$ cat config.mk
export PLATFORM = sky130hd
export DESIGN_NAME = dac_wave_gen
export DESIGN_NICKNAME = d
export VERILOG_FILES = /design/src/rtl/dac_gen_pkg.sv /design/src/rtl/dac_wave_chan.sv /design/src/rtl/dac_wave_gen.sv
export SDC_FILE = /design/constraint.sdc
export NUM_CORES = 1
export LEC_CHECK = 0
export ABC_CLOCK_PERIOD_IN_PS = 3200
export BUFFER_PORTS_ARGS = -buffer_cell sky130_fd_sc_hd__buf_2
export CAP_MARGIN = 5
export CORE_AREA = 2 2 95 78
export CTS_CLUSTER_SIZE = 24
export DETAILED_ROUTE_END_ITERATION = 10
export DIE_AREA = 0 0 97 80
export PLACE_DENSITY = 0.89
export SETUP_SLACK_MARGIN = 0.05
export SYNTH_ARGS = -nofsm -noshare
export SYNTH_HDL_FRONTEND = slang
export SYNTH_SLANG_ARGS = --single-unit
$ cat constraint.sdc
create_clock -name csi_clk -period 3.2 [get_ports csi_clk]
set_input_delay 0.64 -clock csi_clk [delete_from_list [all_inputs] [get_ports csi_clk]]
set_output_delay 0.64 -clock csi_clk [all_outputs]
set_load 0.01 [all_outputs]
$ cat src/rtl/dac_gen_pkg.sv
// Shared types for the DAC test-waveform generator: waveform modes and sequencer states.
package dac_gen_pkg;

   typedef enum logic [1:0] {
      SAW = 2'd0,
      TRI = 2'd1,
      SQR = 2'd2,
      MID = 2'd3
   } wave_mode_e;

   typedef enum logic [1:0] {
      IDLE   = 2'd0,
      WAIT   = 2'd1,
      SEND_A = 2'd2,
      SEND_B = 2'd3
   } gen_state_e;

endpackage

$ cat src/rtl/dac_wave_chan.sv
// One waveform channel: phase counter, triangle direction, mode decode and output coding.
module dac_wave_chan
   import dac_gen_pkg::*;
#(
   parameter int DATA_WIDTH = 14,
   parameter int STEP       = 1,
   parameter bit SIGNED_OUT = 1'b0
) (
   input  logic                  csi_clk,
   input  logic                  rsi_reset,
   input  logic                  upd,
   input  wave_mode_e            mode,
   output logic [DATA_WIDTH-1:0] sample
);
   localparam logic [DATA_WIDTH-1:0] MAX_V  = '1;
   localparam logic [DATA_WIDTH-1:0] STEP_V = DATA_WIDTH'(STEP);
   localparam logic [DATA_WIDTH-1:0] MID_V  = {1'b1, {(DATA_WIDTH-1){1'b0}}};

   logic [DATA_WIDTH-1:0] cnt_q, cnt_d;
   logic                  dir_q, dir_d;
   logic [DATA_WIDTH-1:0] raw;

   always_comb begin
      cnt_d = cnt_q;
      dir_d = dir_q;
      if (upd) begin
         case (mode)
            SAW, SQR: cnt_d = cnt_q + STEP_V;
            TRI: begin
               // dir_q=1 means falling; the ends clamp rather than wrap
               if (!dir_q) begin
                  if (cnt_q > MAX_V - STEP_V) begin
                     cnt_d = MAX_V;
                     dir_d = 1'b1;
                  end else begin
                     cnt_d = cnt_q + STEP_V;
                  end
               end else begin
                  if (cnt_q < STEP_V) begin
                     cnt_d = '0;
                     dir_d = 1'b0;
                  end else begin
                     cnt_d = cnt_q - STEP_V;
                  end
               end
            end
            default: cnt_d = cnt_q;
         endcase
      end
   end

   always_comb begin
      case (mode)
         SAW, TRI: raw = cnt_q;
         SQR:      raw = cnt_q[DATA_WIDTH-1] ? MAX_V : '0;
         default:  raw = MID_V;
      endcase
      sample = SIGNED_OUT ? {~raw[DATA_WIDTH-1], raw[DATA_WIDTH-2:0]} : raw;
   end

   always_ff @(posedge csi_clk or posedge rsi_reset) begin
      if (rsi_reset) begin
         cnt_q <= '0;
         dir_q <= 1'b0;
      end else begin
         cnt_q <= cnt_d;
         dir_q <= dir_d;
      end
   end

endmodule

$ cat src/rtl/dac_wave_gen.sv
// Two-channel DAC test-waveform generator emitting A/B sample pairs on an Avalon-ST source.
// state  | meaning
// IDLE   | generator stopped, no output
// WAIT   | running, waiting for the next sample tick
// SEND_A | channel A sample presented, waiting for handshake
// SEND_B | channel B sample presented, waiting for handshake
module dac_wave_gen
   import dac_gen_pkg::*;
#(
   parameter int    DATA_WIDTH = 14,
   parameter int    STEP       = 1,
   parameter int    TICK_DIV   = 100,
   parameter string SIGN_A     = "UNSIGNED",
   parameter string SIGN_B     = "UNSIGNED"
) (
   input  logic                  csi_clk,
   input  logic                  rsi_reset,
   input  logic                  coe_enable,
   input  logic [1:0]            coe_modeA,
   input  logic [1:0]            coe_modeB,
   output logic                  aso_gen_valid,
   output logic                  aso_gen_channel,
   output logic [DATA_WIDTH-1:0] aso_gen_data,
   input  logic                  aso_gen_ready,
   output logic                  coe_overrun
);
   localparam int             TW        = $clog2(TICK_DIV);
   localparam logic [TW-1:0]  TICK_LAST = TW'(TICK_DIV - 1);
   localparam bit             SGN_A     = (SIGN_A == "SIGNED");
   localparam bit             SGN_B     = (SIGN_B == "SIGNED");

   gen_state_e            state_q, state_d;
   logic [TW-1:0]         tick_cnt_q, tick_cnt_d;
   logic                  valid_q, valid_d;
   logic                  channel_q, channel_d;
   logic [DATA_WIDTH-1:0] data_q, data_d;
   logic                  overrun_q, overrun_d;

   logic                  tick, hs, upd;
   logic [DATA_WIDTH-1:0] sample_a, sample_b;

   assign tick = coe_enable && (tick_cnt_q == TICK_LAST);
   assign hs   = valid_q && aso_gen_ready;
   assign upd  = (state_q == SEND_B) && hs;

   dac_wave_chan #(.DATA_WIDTH(DATA_WIDTH), .STEP(STEP), .SIGNED_OUT(SGN_A)) u_chan_a (
      .csi_clk   (csi_clk),
      .rsi_reset (rsi_reset),
      .upd       (upd),
      .mode      (wave_mode_e'(coe_modeA)),
      .sample    (sample_a)
   );

   dac_wave_chan #(.DATA_WIDTH(DATA_WIDTH), .STEP(STEP), .SIGNED_OUT(SGN_B)) u_chan_b (
      .csi_clk   (csi_clk),
      .rsi_reset (rsi_reset),
      .upd       (upd),
      .mode      (wave_mode_e'(coe_modeB)),
      .sample    (sample_b)
   );

   always_comb begin
      tick_cnt_d = '0;
      if (coe_enable && !tick) tick_cnt_d = tick_cnt_q + TW'(1);

      state_d   = state_q;
      valid_d   = valid_q;
      channel_d = channel_q;
      data_d    = data_q;
      overrun_d = overrun_q || (tick && (state_q != WAIT));

      case (state_q)
         IDLE: if (coe_enable) state_d = WAIT;
         WAIT: begin
            // losing enable wins over a coincident tick
            if (!coe_enable) begin
               state_d = IDLE;
            end else if (tick) begin
               state_d   = SEND_A;
               valid_d   = 1'b1;
               channel_d = 1'b0;
               data_d    = sample_a;
            end
         end
         SEND_A: if (hs) begin
            state_d   = SEND_B;
            channel_d = 1'b1;
            data_d    = sample_b;
         end
         SEND_B: if (hs) begin
            state_d = coe_enable ? WAIT : IDLE;
            valid_d = 1'b0;
         end
         default: state_d = IDLE;
      endcase
   end

   always_ff @(posedge csi_clk or posedge rsi_reset) begin
      if (rsi_reset) begin
         state_q    <= IDLE;
         tick_cnt_q <= '0;
         valid_q    <= 1'b0;
         channel_q  <= 1'b0;
         data_q     <= '0;
         overrun_q  <= 1'b0;
      end else begin
         state_q    <= state_d;
         tick_cnt_q <= tick_cnt_d;
         valid_q    <= valid_d;
         channel_q  <= channel_d;
         data_q     <= data_d;
         overrun_q  <= overrun_d;
      end
   end

   assign aso_gen_valid   = valid_q;
   assign aso_gen_channel = channel_q;
   assign aso_gen_data    = data_q;
   assign coe_overrun     = overrun_q;

endmodule
# After elaboration in Yosys (flattened, before gate mapping)
# Cells that the tools add are included.
classes:
  magnitude_cmp: 4
  n_mux: 38
  n_eq_ne: 15
  n_reduce_logical: 25
  addsub: 5
ops:
  columns: ["cell", "n"]
  rows:
  - ["14-bit 2-to-1 mux", 11]
  - ["14-bit one-hot mux with 2 select lines", 5]
  - ["14-bit by 1-bit adder with 14-bit output (second input constant)", 2]
  - ["14-bit > comparator (second input constant)", 2]
  - ["14-bit by 1-bit < comparator with 1-bit output (second input constant)", 2]
  - ["14-bit by 1-bit subtractor with 14-bit output (second input constant)", 2]
  - ["1-bit 2-to-1 mux", 13]
  - ["4-bit AND reduction", 3]
  - ["2-bit 2-to-1 mux", 5]
  - ["2-bit inequality test (second input constant)", 5]
  - ["2-bit equality test (second input constant)", 4]
  - ["2-bit one-hot mux with 4 select lines", 1]
  - ["2-bit AND reduction", 4]
  - ["2-bit nonzero test", 4]
  - ["2-bit OR reduction", 4]
  - ["7-bit by 1-bit adder with 7-bit output (second input constant)", 1]
  - ["7-bit equality test (second input constant)", 1]
  - ["7-bit 2-to-1 mux", 1]
  - ["2-bit by 1-bit equality test with 1-bit output (second input constant)", 3]
  - ["2-bit zero test", 3]
  - ["1-bit logical AND", 5]
  - ["1-bit one-hot mux with 2 select lines", 2]
  - ["3-bit inequality test (second input constant)", 1]
  - ["2-bit by 1-bit inequality test with 1-bit output (second input constant)", 1]
  - ["other kinds (2)", 2]
totals:
  register_bits: 56
  output_inout_bits: 17
  input_bits: 8

# Longest topological paths before layout
# Gate-level depths: netlist of run 1.
depth:
  ltp_word: 6
  depth_mapped: 9

# Modules after synthesis
# From an unflattened synthesis of run 1, not the netlist that was laid out.
unflattened:
  cells_unflattened: 524
  hier_area_um2: 4285.4
modules_own_cells:
  columns: ["mod", "area_per_inst_um2", "cells_per_inst", "instances", "seq_area_each_um2"]
  rows:
  - ["dac_wave_chan", 1512.7, 211, 2, 375.4]
  - ["dac_wave_gen", 1260.0, 102, 1, 650.6]

# Worst setup path before layout of run 1
# Ideal clock, no wire load.
synth_timing:
  path_kind: "register to register"
  start: "reg u_chan_b.cnt_q[0]"
  end: "reg u_chan_b.cnt_q[1]"
  stages_incl_launch_ff: 10
  path_slack_ns: 0.929
  t_required_ns: 3.066
  t_arrival_ns: 2.136
  setup_ns: 0.134
  synth_period_minus_slack_ns: 2.271
  cell_sequence: "dfrtp_1 -> inv_1 -> ha_1 -> or3b_1 -> buf_2 -> or4_4 -> nand2_2 -> nand2_2 -> a221oi_2 -> a21oi_1"
synth_between:
  elab_chain_cells: 4
  word_cells_on_any_way: 8
  classes_between: "add/sub (2); order compare (2); mux (4)"
synth_rtl:
  columns: ["element", "line", "source"]
  rows:
  - ["start: declaration", "dac_wave_chan.sv:19", "logic [DATA_WIDTH-1:0] cnt_q, cnt_d;"]
  - ["start signal: assignment", "dac_wave_chan.sv:66", "cnt_q <= cnt_d;"]
  - ["14-bit by 1-bit adder with 14-bit output, or another cell as far along", "dac_wave_chan.sv:28, dac_wave_chan.sv:36", null]
  - ["14-bit 2-to-1 mux, on equally long branches", "dac_wave_chan.sv:32, dac_wave_chan.sv:39", null]
  - ["14-bit 2-to-1 mux", "dac_wave_chan.sv:31", "if (!dir_q) begin"]
  - ["14-bit one-hot mux with 2 select lines *", "dac_wave_chan.sv:27", "case (mode)"]
# Every way passes the cells marked *; elsewhere a longest branch is shown, timed or not.
# A chain may end at the register's enable or synchronous reset.

# Worst setup path in the final report of run 1
layout_timing:
  start: "reg u_chan_a.cnt_q[0]"
  end: "reg u_chan_a.cnt_q[5]"
layout_between:
  elab_chain_cells: 4
  word_cells_on_any_way: 8
  classes_between: "add/sub (2); order compare (2); mux (4)"
layout_rtl:
  columns: ["element", "line"]
  rows:
  - ["start: declaration", "dac_wave_chan.sv:19"]
  - ["start signal: assignment", "dac_wave_chan.sv:66"]
  - ["14-bit by 1-bit adder with 14-bit output, or another cell as far along", "dac_wave_chan.sv:28, dac_wave_chan.sv:36"]
  - ["14-bit 2-to-1 mux, on equally long branches", "dac_wave_chan.sv:32, dac_wave_chan.sv:39"]
  - ["14-bit 2-to-1 mux", "dac_wave_chan.sv:31"]
  - ["14-bit one-hot mux with 2 select lines *", "dac_wave_chan.sv:27"]
# Marks and branches as above.

==> results.py, run 1 <==
metrics = {
    "synthesis": {
        "synth_edf_count": 0,
        "syn_inst": 506,
        "synth_fp_nets": 521,
        "synthDistinctLibCells": 66,
        "ys_seq_area_share_pct": 35.1,
        "synthesis.area_mm2": 0.00399,
        "ys_ff_latch": 56,
        "synth_flop_cell": "dfrtp_1",
        "yosysWarnings": 0,
        "synthArstFlopShare_pct": 100,
        "syn_avg_cell_area_um2": 7.88,
    },
    "clock_tree": {
        "cts_tree": "yes",
        "cts.reportedPaths.clkPinSlew_ns": 0.11,
        "cts_buffer_depth": 2,
        "htreeDepth": 2,
        "cts.sinks": 56,
        "cts_setup_buffers": 0,
        "cts_root_buffer": "clkbuf_8",
        "clk-insertion-delay-late_ns": 0.32,
        "postCtsHoldBufs": 0,
        "cts-buffers-inserted": 5,
        "cts-resized-gates": 0,
    },
    "layout": {
        "nets": 524,
        "mostFrequentLayoutCells": "nand2_1, dfrtp_1, nor2_1",
        "n_antenna_cell": 0,
        "syn_to_final_growth_pct": 6.12,
        "layout.cells.non_filler": 597,
        "layout-drive-gt1-share_pct": 13.1,
        "nFillCells": 560,
        "final_common_cell": "nand2_1",
    },
    "worst_hold_path": {
        "min_path_type": "in2async",
    },
    "route": {
        "viasPerCell": 6.72,
        "wl_per_cell_um": 17.7,
        "wl_mm": 10.5,
        "dr.pass1.iters": 5,
        "ant_nets": 0,
        "drc": 0,
        "initialDrtViolationCount": 488,
        "vias": 4011,
    },
    "critical_path": {
        "worstPathMaxFanout": 14,
        "required_ns": 3.44,
        "crit_chain": "inv_1 > ha_1 > nor4bb_1 > nand4_1 > o2bb2ai_1 > a221oi_1 > a21oi_1",
        "ff2ff_path_depth": 7,
        "start_kind": "flip-flop",
        "slowest_stage": "o2bb2ai_1",
        "ff2ff_setup_slack_ns": 0.51,
        "crit_end": "u_chan_a.cnt_q[5]",
        "crit_type": "reg2reg",
        "r2r-start": "u_chan_a.cnt_q[0]",
        "crit_arrival_ns": 2.93,
        "crit_start": "u_chan_a.cnt_q[0]",
        "r2r-end": "u_chan_a.cnt_q[5]",
        "cp_slowest_stage_delay_ns": 0.91,
        "endpoint_kind": "flip-flop",
    },
    "floorplanning": {
        "chipWidth_um": 97,
        "die_y_um": 80,
        "start_util_pct": 58.7,
        "die_area_mm2": 0.00776,
        "io_pins": 25,
        "core_area_mm2": 0.00679,
        "row_count": 27,
    },
    "global_route": {
        "first_global_vias": 3624,
        "antenna_found_initial": 0,
        "grtUsageTotal_pct": 28.0,
        "grt_max_degree": 29,
        "grt_pass1_wl_mm": 17.8,
        "grt.overflow.total": 0,
    },
    "run": {
        "cap_violations": 0,
    },
    "sta": {
        "tightest_slew_ns": 1.11,
        "slew_headroom_pct": 26.3,
        "fin_setup_tns_ns": 0,
        "setup_viol": 0,
        "fmax_mhz": 372,
        "rsz0062_at_grt": "no",
        "drv_slew": 0,
        "finalClockSkew_ns": 0.00546,
        "hold_viol_final": 0,
        "fin_crit_sh_pct": 83.9,
        "min_period_ns": 2.69,
        "hold_slack_ns": 0.363,
    },
    "power": {
        "p_sw_uw": 300,
        "p_leak_uw": 0.00169,
        "clkPwrFrac_pct": 35.7,
        "p_sw_share_pct": 25.3,
        "power_density_mw_per_mm2": 280,
        "combPwrFrac_pct": 3.9,
        "internal_power_uw": 884,
        "vdd_drop_max_uv": 191,
        "seqPwrFrac_pct": 60.3,
    },
    "place": {
        "place.gp.congestion": 1.01,
        "io_buffer_count": 24,
        "place_hpwl_mm": 7.61,
        "numPlacedInstances": 589,
    },
    "status": {
        "status": "finished clean",
    },
}
[cells in the mapped netlist (all sizes together), types with 3 or more instances]
cell | instances | share of area [%]
a21oi | 32 | 4.3
nor3 | 17 | 2.3
a211oi | 4 | 0.75
nand2b | 4 | 0.63
buf | 13 | 1.9
xnor2 | 4 | 0.88
a22oi | 3 | 0.56
xor2 | 3 | 0.66
inv | 10 | 0.94
and2 | 4 | 0.63
or4 | 5 | 1.2
a31oi | 12 | 1.9
o31ai | 7 | 1.3
ha | 7 | 2.2
or2 | 3 | 0.47
clkbuf | 28 | 2.6
nand2 | 69 | 6.6
nor3b | 4 | 0.75
o211ai | 3 | 0.56
or3 | 4 | 0.75
o21ai | 44 | 5.5
nor2 | 45 | 4.3
a221o | 3 | 0.75
o22ai | 15 | 2.4
dfrtp | 56 | 35
nor4 | 10 | 2.7
nor2b | 22 | 3.5
o311ai | 3 | 0.66
nand3 | 22 | 2.8
and3 | 5 | 0.78
a221oi | 5 | 1.3
nand4 | 11 | 1.7
[per-layer routing]
| metal | global-route usage [%] | share of wire [%] | vias up |
|---|---|---|---|
| li1 | - | - | 1857 |
| met1 | 41.8 | 47 | 1877 |
| met2 | 41.1 | 42 | 245 |
| met3 | 4.99 | 9.8 | 32 |
| met4 | 8.73 | 1.5 | 0 |
| met5 | 0 | 0 | - |
[kinds of logic after synthesis]
logic type	synth area share, %
AND/OR/NAND/NOR	31.3
flip-flops	35.1
multiplexers	0.816
adder cells (fa/ha/maj)	2.20
XOR/XNOR	1.54
buffers and inverters	5.52
AO/OA/AOI/OAI	23.5
[stage by stage]
step                setup WS [ns]  util [%]  total power, uW  instance area, um2
detailed placement          0.497      60.9              775                4140
floorplan                   0.929         -              756                3990
global route                0.272      62.3             1230                4230
finish                      0.514      62.3             1180                4230
global placement            0.644      60.9              773                4140
CTS                         0.566      62.3             1190                4230
[area by class of cell]
cell class / instances / area, um2 / area share, %
clock inverter: 3 / 27.5 / 0.651
inverter: 10 / 37.5 / 0.887
multi-input combinational: 399 / 2370 / 56.0
tap: 87 / 109 / 2.57
clock buffer: 5 / 68.8 / 1.63
sequential: 56 / 1400 / 33.1
timing repair buffer: 37 / 218 / 5.14
[power groups by stage]
stage / sequential (uW) / combinational, uW / clock [uW]
finish: 714 / 46.7 / 423
global route: 715 / 53.3 / 461
CTS: 714 / 47.1 / 430
detailed placement: 728 / 46.9 / 0
global placement: 728 / 44.7 / 0
floorplan: 727 / 29.0 / 0
[how the worst min path moves through the flow]
stage                              to  slack (ns)  cells past startpoint
CTS                     tick_cnt_q[3]        0.39                      2
global route            tick_cnt_q[3]        0.41                      2
global placement        tick_cnt_q[0]        0.44                      1
finish              u_chan_b.cnt_q[8]        0.36                      2
floorplan               tick_cnt_q[0]        0.43                      1
detailed placement      tick_cnt_q[0]        0.45                      1
[registers in the layout, summed over array words and instances, names as in the netlist, named ones only]
signal           count
u_chan_a.dir_q       1
state_q              1
u_chan_b.cnt_q      14
aso_gen_channel      1
u_chan_b.dir_q       1
coe_overrun          1
tick_cnt_q           7
u_chan_a.cnt_q      14
aso_gen_valid        1
aso_gen_data        14
[worst max-delay path: cells and delay by family, from the launching register on]
family	cells	cell delay (ns)
AOI/OAI and AO/OA	3	1.38
adders and majority gates	1	0.21
buffers and inverters	1	0.12
DFF	1	0.42
and+or+nand+nor	2	0.48
Power figures use the tool's default switching activity.
==> run 2: changes to the inputs <==
- ABC_AREA: unset -> 1
- ABC_CLOCK_PERIOD_IN_PS: 3200 -> 2600
- CORE_AREA: 2 2 95 78 -> 2 2 103 85
- DIE_AREA: 0 0 97 80 -> 0 0 105 87
- clock period: 3.2 -> 2.6 ns (I/O delays scaled with it)
==> results.py, run 2 <==
metrics = {
    "power": {
        "vdd_drop_max_uv": 262,
        "p_leak_uw": 0.00249,
        "power_density_mw_per_mm2": 327,
    },
    "global_route": {
        "grt_max_degree": 57,
        "grt_pass1_wl_mm": 20.4,
        "antenna_found_initial": 0,
        "grt.overflow.total": 0,
        "grtUsageTotal_pct": 27.3,
        "first_global_vias": 4295,
    },
    "floorplanning": {
        "start_util_pct": 57.7,
        "die_y_um": 87,
        "row_count": 30,
        "core_area_mm2": 0.00818,
        "die_area_mm2": 0.00914,
        "chipWidth_um": 105,
        "io_pins": 25,
    },
    "layout": {
        "syn_to_final_growth_pct": 1.94,
        "final_common_cell": "nand2_1",
        "nets": 711,
        "mostFrequentLayoutCells": "nand2_1, nor2_1, inv_1",
        "n_antenna_cell": 0,
        "layout-drive-gt1-share_pct": 14.9,
    },
    "synthesis": {
        "synthDistinctLibCells": 34,
        "synth_xor_area_share_pct": 3.34,
        "yosys-top-cells-area": "dfrtp_1, nand2_1, nor2_1",
        "synth_top_area_share_pct": 29.7,
        "synthAdderAreaFrac_pct": 1.86,
        "ys_seq_area_share_pct": 29.7,
        "synthTopCellsByCount": "nand2_1, nor2_1, inv_1",
        "synthArstFlopShare_pct": 100,
        "synth_edf_count": 0,
        "synth_area_leader_cell": "dfrtp_1",
        "synth_most_common_cell": "nand2_1",
        "ys_ff_latch": 56,
        "yosysWarnings": 0,
        "synth_flop_cell": "dfrtp_1",
        "syn_inst": 703,
        "synth_fp_nets": 718,
        "synth_top_family_by_area": "simple AND/OR/NAND/NOR gates",
        "synth_compound_area_share_pct": 14.3,
        "muxShareOfSynthArea_pct": 0,
        "synth-simple-area-share_pct": 38.1,
        "synthesis.area_mm2": 0.00472,
        "syn_avg_cell_area_um2": 6.71,
    },
    "clock_tree": {
        "cts_buffer_depth": 2,
        "cts-buffers-inserted": 5,
        "cts_tree": "yes",
        "postCtsHoldBufs": 0,
        "cts-resized-gates": 0,
        "cts_root_buffer": "clkbuf_8",
        "cts_setup_buffers": 0,
        "htreeDepth": 2,
        "clk-insertion-delay-late_ns": 0.33,
        "cts.reportedPaths.clkPinSlew_ns": 0.12,
        "cts.sinks": 56,
    },
    "critical_path": {
        "required_ns": 2.84,
        "worstPathMaxFanout": 29,
        "crit_arrival_ns": 2.30,
        "crit_type": "reg2reg",
        "start_kind": "flip-flop",
        "endpoint_kind": "flip-flop",
    },
    "sta": {
        "tightest_slew_ns": 0.851,
        "fin_crit_sh_pct": 79.0,
        "rsz0062_at_grt": "no",
        "fin_setup_tns_ns": 0,
        "slew_headroom_pct": 43.1,
        "min_period_ns": 2.05,
        "hold_viol_final": 0,
        "drv_slew": 0,
        "fmax_mhz": 487,
        "setup_viol": 0,
        "finalClockSkew_ns": 0.00436,
        "hold_slack_ns": 0.226,
        "setup_ws_ns": 0.546,
    },
    "route": {
        "dr.pass1.iters": 6,
        "viasPerCell": 5.71,
        "initialDrtViolationCount": 461,
        "vias": 4623,
        "wl_per_cell_um": 14.8,
        "drc": 0,
        "ant_nets": 0,
        "wl_mm": 12.0,
    },
    "place": {
        "dp_slack_ns": 0.601,
        "place.gp.congestion": 0.987,
        "io_buffer_count": 24,
        "place_hpwl_mm": 8.82,
    },
    "status": {
        "status": "finished clean",
    },
    "worst_hold_path": {
        "min_path_type": "in2async",
    },
    "run": {
        "cap_violations": 0,
    },
}
## run 2: layout make-up
class	instances	area, um2
Timing Repair Buffer	28	163
Sequential cell	56	1400
Fill cell	786	3370
Clock buffer	5	68.8
Inverter	78	293
Multi-Input combinational cell	527	2720
Tap cell	112	140
Clock inverter	3	28.8
## run 2: per-stage QoR
step,area [um2],instances,utilization (%),total power [uW]
2_1_floorplan,4720,703,-,995
3_3_place_gp,4710,801,57.6,1030
3_5_place_dp,4710,801,57.6,1030
4_1_cts,4810,809,58.8,1580
5_1_grt,4810,809,58.8,1620
6_report,4810,809,58.8,1570
## run 2: cell families (layout without fill, tap and decap cells)
logic type / after synthesis / in the layout
buffers and inverters: 120 / 114
flip-flops: 56 / 56
adder cells (fa/ha/maj): 7 / 7
XOR/XNOR: 18 / 18
AND/OR/NAND/NOR: 391 / 391
AO/OA/AOI/OAI: 111 / 111
## run 2: power by group
part	total, uW	switching, uW	leakage (uW)	internal, uW
logic	121	87.1	0.00167	33.9
registers	898	15.3	0.000768	882
clock network	554	349	0.0000511	205
total	1570	452	0.00249	1120
## run 2: worst paths after layout
path / start / end / slack, ns / cells past startpoint
max: tick_cnt_q[0] / aso_gen_data[13] / 0.55 / 7
max in group asynchronous: rsi_reset / u_chan_a.cnt_q[3] / 2.13 / 3
min reg2reg: tick_cnt_q[0] / tick_cnt_q[0] / 0.47 / 1
max reg2reg: tick_cnt_q[0] / aso_gen_data[13] / 0.55 / 7
min in group csi_clk: coe_enable / coe_overrun / 0.47 / 3
min: rsi_reset / u_chan_b.cnt_q[3] / 0.23 / 3
## run 2: per-layer routing
metal	vias up	wire [um]	GRT usage, %
met1	2102	5240	39.6
met2	252	5290	43.3
met4	0	199	6.79
met3	26	1260	3.96
met5	-	0	0
li1	2243	-	-
## run 2: critical path: stages (launching register included)
cell and delay [ns]:
dfrtp_1 0.39, ha_1 0.20, nand2_1 0.08, nor2_1 0.16
nand3_1 0.17, nand2_1 0.67, nor2_1 0.11, a21oi_1 0.18
==> run 3: changes to the inputs <==
- ABC_AREA: 1 -> 0
- ABC_CLOCK_PERIOD_IN_PS: 2600 -> 2000
- CORE_AREA: 2 2 103 85 -> 2 2 95 78
- DIE_AREA: 0 0 105 87 -> 0 0 97 80
- clock period: 2.6 -> 2 ns (I/O delays scaled with it)
==> results.py, run 3 (same netlist as run 1, synthesis figures left out) <==
metrics = {
    "clock_tree": {
        "cts-buffers-inserted": 5,
        "cts.reportedPaths.clkPinSlew_ns": 0.12,
        "cts_tree": "yes",
        "cts_buffer_depth": 2,
        "htreeDepth": 2,
        "clk-insertion-delay-late_ns": 0.35,
        "cts_root_buffer": "clkbuf_8",
        "cts.sinks": 56,
        "postCtsHoldBufs": 0,
    },
    "sta": {
        "fmax_mhz": 446,
        "finalClockSkew_ns": 0.0110,
        "tightest_slew_ns": 0.442,
        "slew_headroom_pct": 70.2,
        "rsz0062_at_grt": "yes",
        "min_period_ns": 2.24,
        "fin_setup_tns_ns": -2.98,
        "hold_slack_ns": 0.0836,
        "drv_slew": 0,
        "hold_viol_final": 0,
        "fin_crit_sh_pct": 112,
        "setup_viol": 30,
        "setup_ws_ns": -0.241,
    },
    "layout": {
        "fin_area_mm2": 0.00559,
        "final_common_cell": "buf_4",
        "syn_to_final_growth_pct": 40.1,
        "regArea_mm2": 0.00141,
        "multiInputGateArea_mm2": 0.00277,
        "nets": 644,
        "mostFrequentLayoutCells": "buf_4, nand2_1, dfrtp_1",
        "layout-drive-gt1-share_pct": 38.6,
        "n_antenna_cell": 0,
        "nFillCells": 304,
    },
    "critical_path": {
        "crit_type": "reg2reg",
        "start_kind": "flip-flop",
        "crit_family": "simple AND/OR/NAND/NOR gates",
        "crit_arrival_ns": 2.48,
        "crit_chain": "inv_2 > ha_4 > nor4bb_4 > nand4_1 > buf_4 > buf_6 > or2_4 > a31oi_1 > nand2_1 > o31ai_2",
        "cp.buffers_inverters": 3,
        "required_ns": 2.24,
        "slowest_stage": "dfrtp_1",
        "endpoint_kind": "flip-flop",
        "cp_slowest_stage_delay_ns": 0.40,
        "worstPathMaxFanout": 4,
    },
    "power": {
        "vdd_drop_max_uv": 306,
        "power_density_mw_per_mm2": 348,
        "total_power_uw": 1950,
        "p_leak_uw": 0.00240,
    },
    "global_route": {
        "grt_busiest_layer": "met2",
        "grtUsageMet2_pct": 58.8,
        "grt_pass1_wl_mm": 23.1,
        "grt.overflow.total": 0,
        "use_met3_pct": 9.28,
        "grt_max_degree": 57,
        "grtUsageTotal_pct": 37.4,
        "grtUsageMet1_pct": 46.9,
        "first_global_vias": 4656,
        "antenna_found_initial": 0,
    },
    "route": {
        "viasPerCell": 7.58,
        "vias": 5434,
        "drc": 22,
        "initialDrtViolationCount": 1159,
        "dr.pass1.iters": 11,
        "wl_per_cell_um": 25.4,
        "wl_mm": 18.2,
        "ant_nets": 0,
    },
    "floorplanning": {
        "die_y_um": 80,
        "core_area_mm2": 0.00679,
        "row_count": 27,
        "chipWidth_um": 97,
        "die_area_mm2": 0.00776,
        "io_pins": 25,
        "start_util_pct": 58.7,
    },
    "place": {
        "io_buffer_count": 24,
        "place_hpwl_mm": 9.30,
        "dpl_cell_area_mm2": 0.00478,
        "place.gp.congestion": 0.999,
    },
    "status": {
        "violations": "design-rule violations, negative setup slack",
        "status": "finished with violations",
    },
    "worst_hold_path": {
        "min_path_type": "in2async",
    },
    "run": {
        "cap_violations": 0,
    },
}
run 3: stage by stage:
step / worst slack [ns] / utilization, % / cells
finish: -0.241 / 82.3 / 717
global route: -0.293 / 82.3 / 717
CTS: -0.0703 / 75.8 / 695
detailed placement: -0.215 / 70.4 / 670
global placement: -0.175 / 70.4 / 670
floorplan: -0.195 / - / 506
run 3: cell type report:
cell class,count,area share [%]
Multi-Input combinational cell,400,49.6
Clock inverter,3,0.403
Tap cell,87,1.95
Sequential cell,56,25.2
Timing Repair Buffer,156,21.0
Clock buffer,5,1.23
Inverter,10,0.672
run 3: timing repair:
item                                    CTS  global route
pin swaps                                27            25
gates resized for setup                  31            65
endpoints found under the setup margin   36            44
gates cloned                              1             0
buffers inserted                         17            23
run 3: report_power, final:
part / internal [uW] / leakage (uW) / switching, uW
Clock: 253 / 0.0000485 / 452
Sequential: 1140 / 0.000753 / 9.98
Combinational: 26.2 / 0.00159 / 67.1
run 3: metal layers:
metal | share of wire (%) | up-vias
li1 | - | 2096
met2 | 39 | 677
met4 | 9.8 | 0
met5 | 0 | -
met1 | 34 | 2416
met3 | 17 | 245
run 3: final timing paths:
check / from / to / slack [ns] / depth (start not counted)
worst min-delay path: rsi_reset / u_chan_b.dir_q / 0.08 / 3
min in group csi_clk: coe_enable / tick_cnt_q[1] / 0.41 / 2
worst max register to register: u_chan_a.cnt_q[0] / u_chan_a.cnt_q[3] / -0.24 / 10
worst max-delay path: u_chan_a.cnt_q[0] / u_chan_a.cnt_q[3] / -0.24 / 10
worst min register to register: aso_gen_data[10] / aso_gen_data[10] / 0.49 / 2
max in group asynchronous: rsi_reset / u_chan_a.cnt_q[2] / 1.60 / 3
run 3: worst min-delay path, stage by stage:
cell	delay (ns)
buf_2	0.10
inv_2	0.06
buf_12	0.28
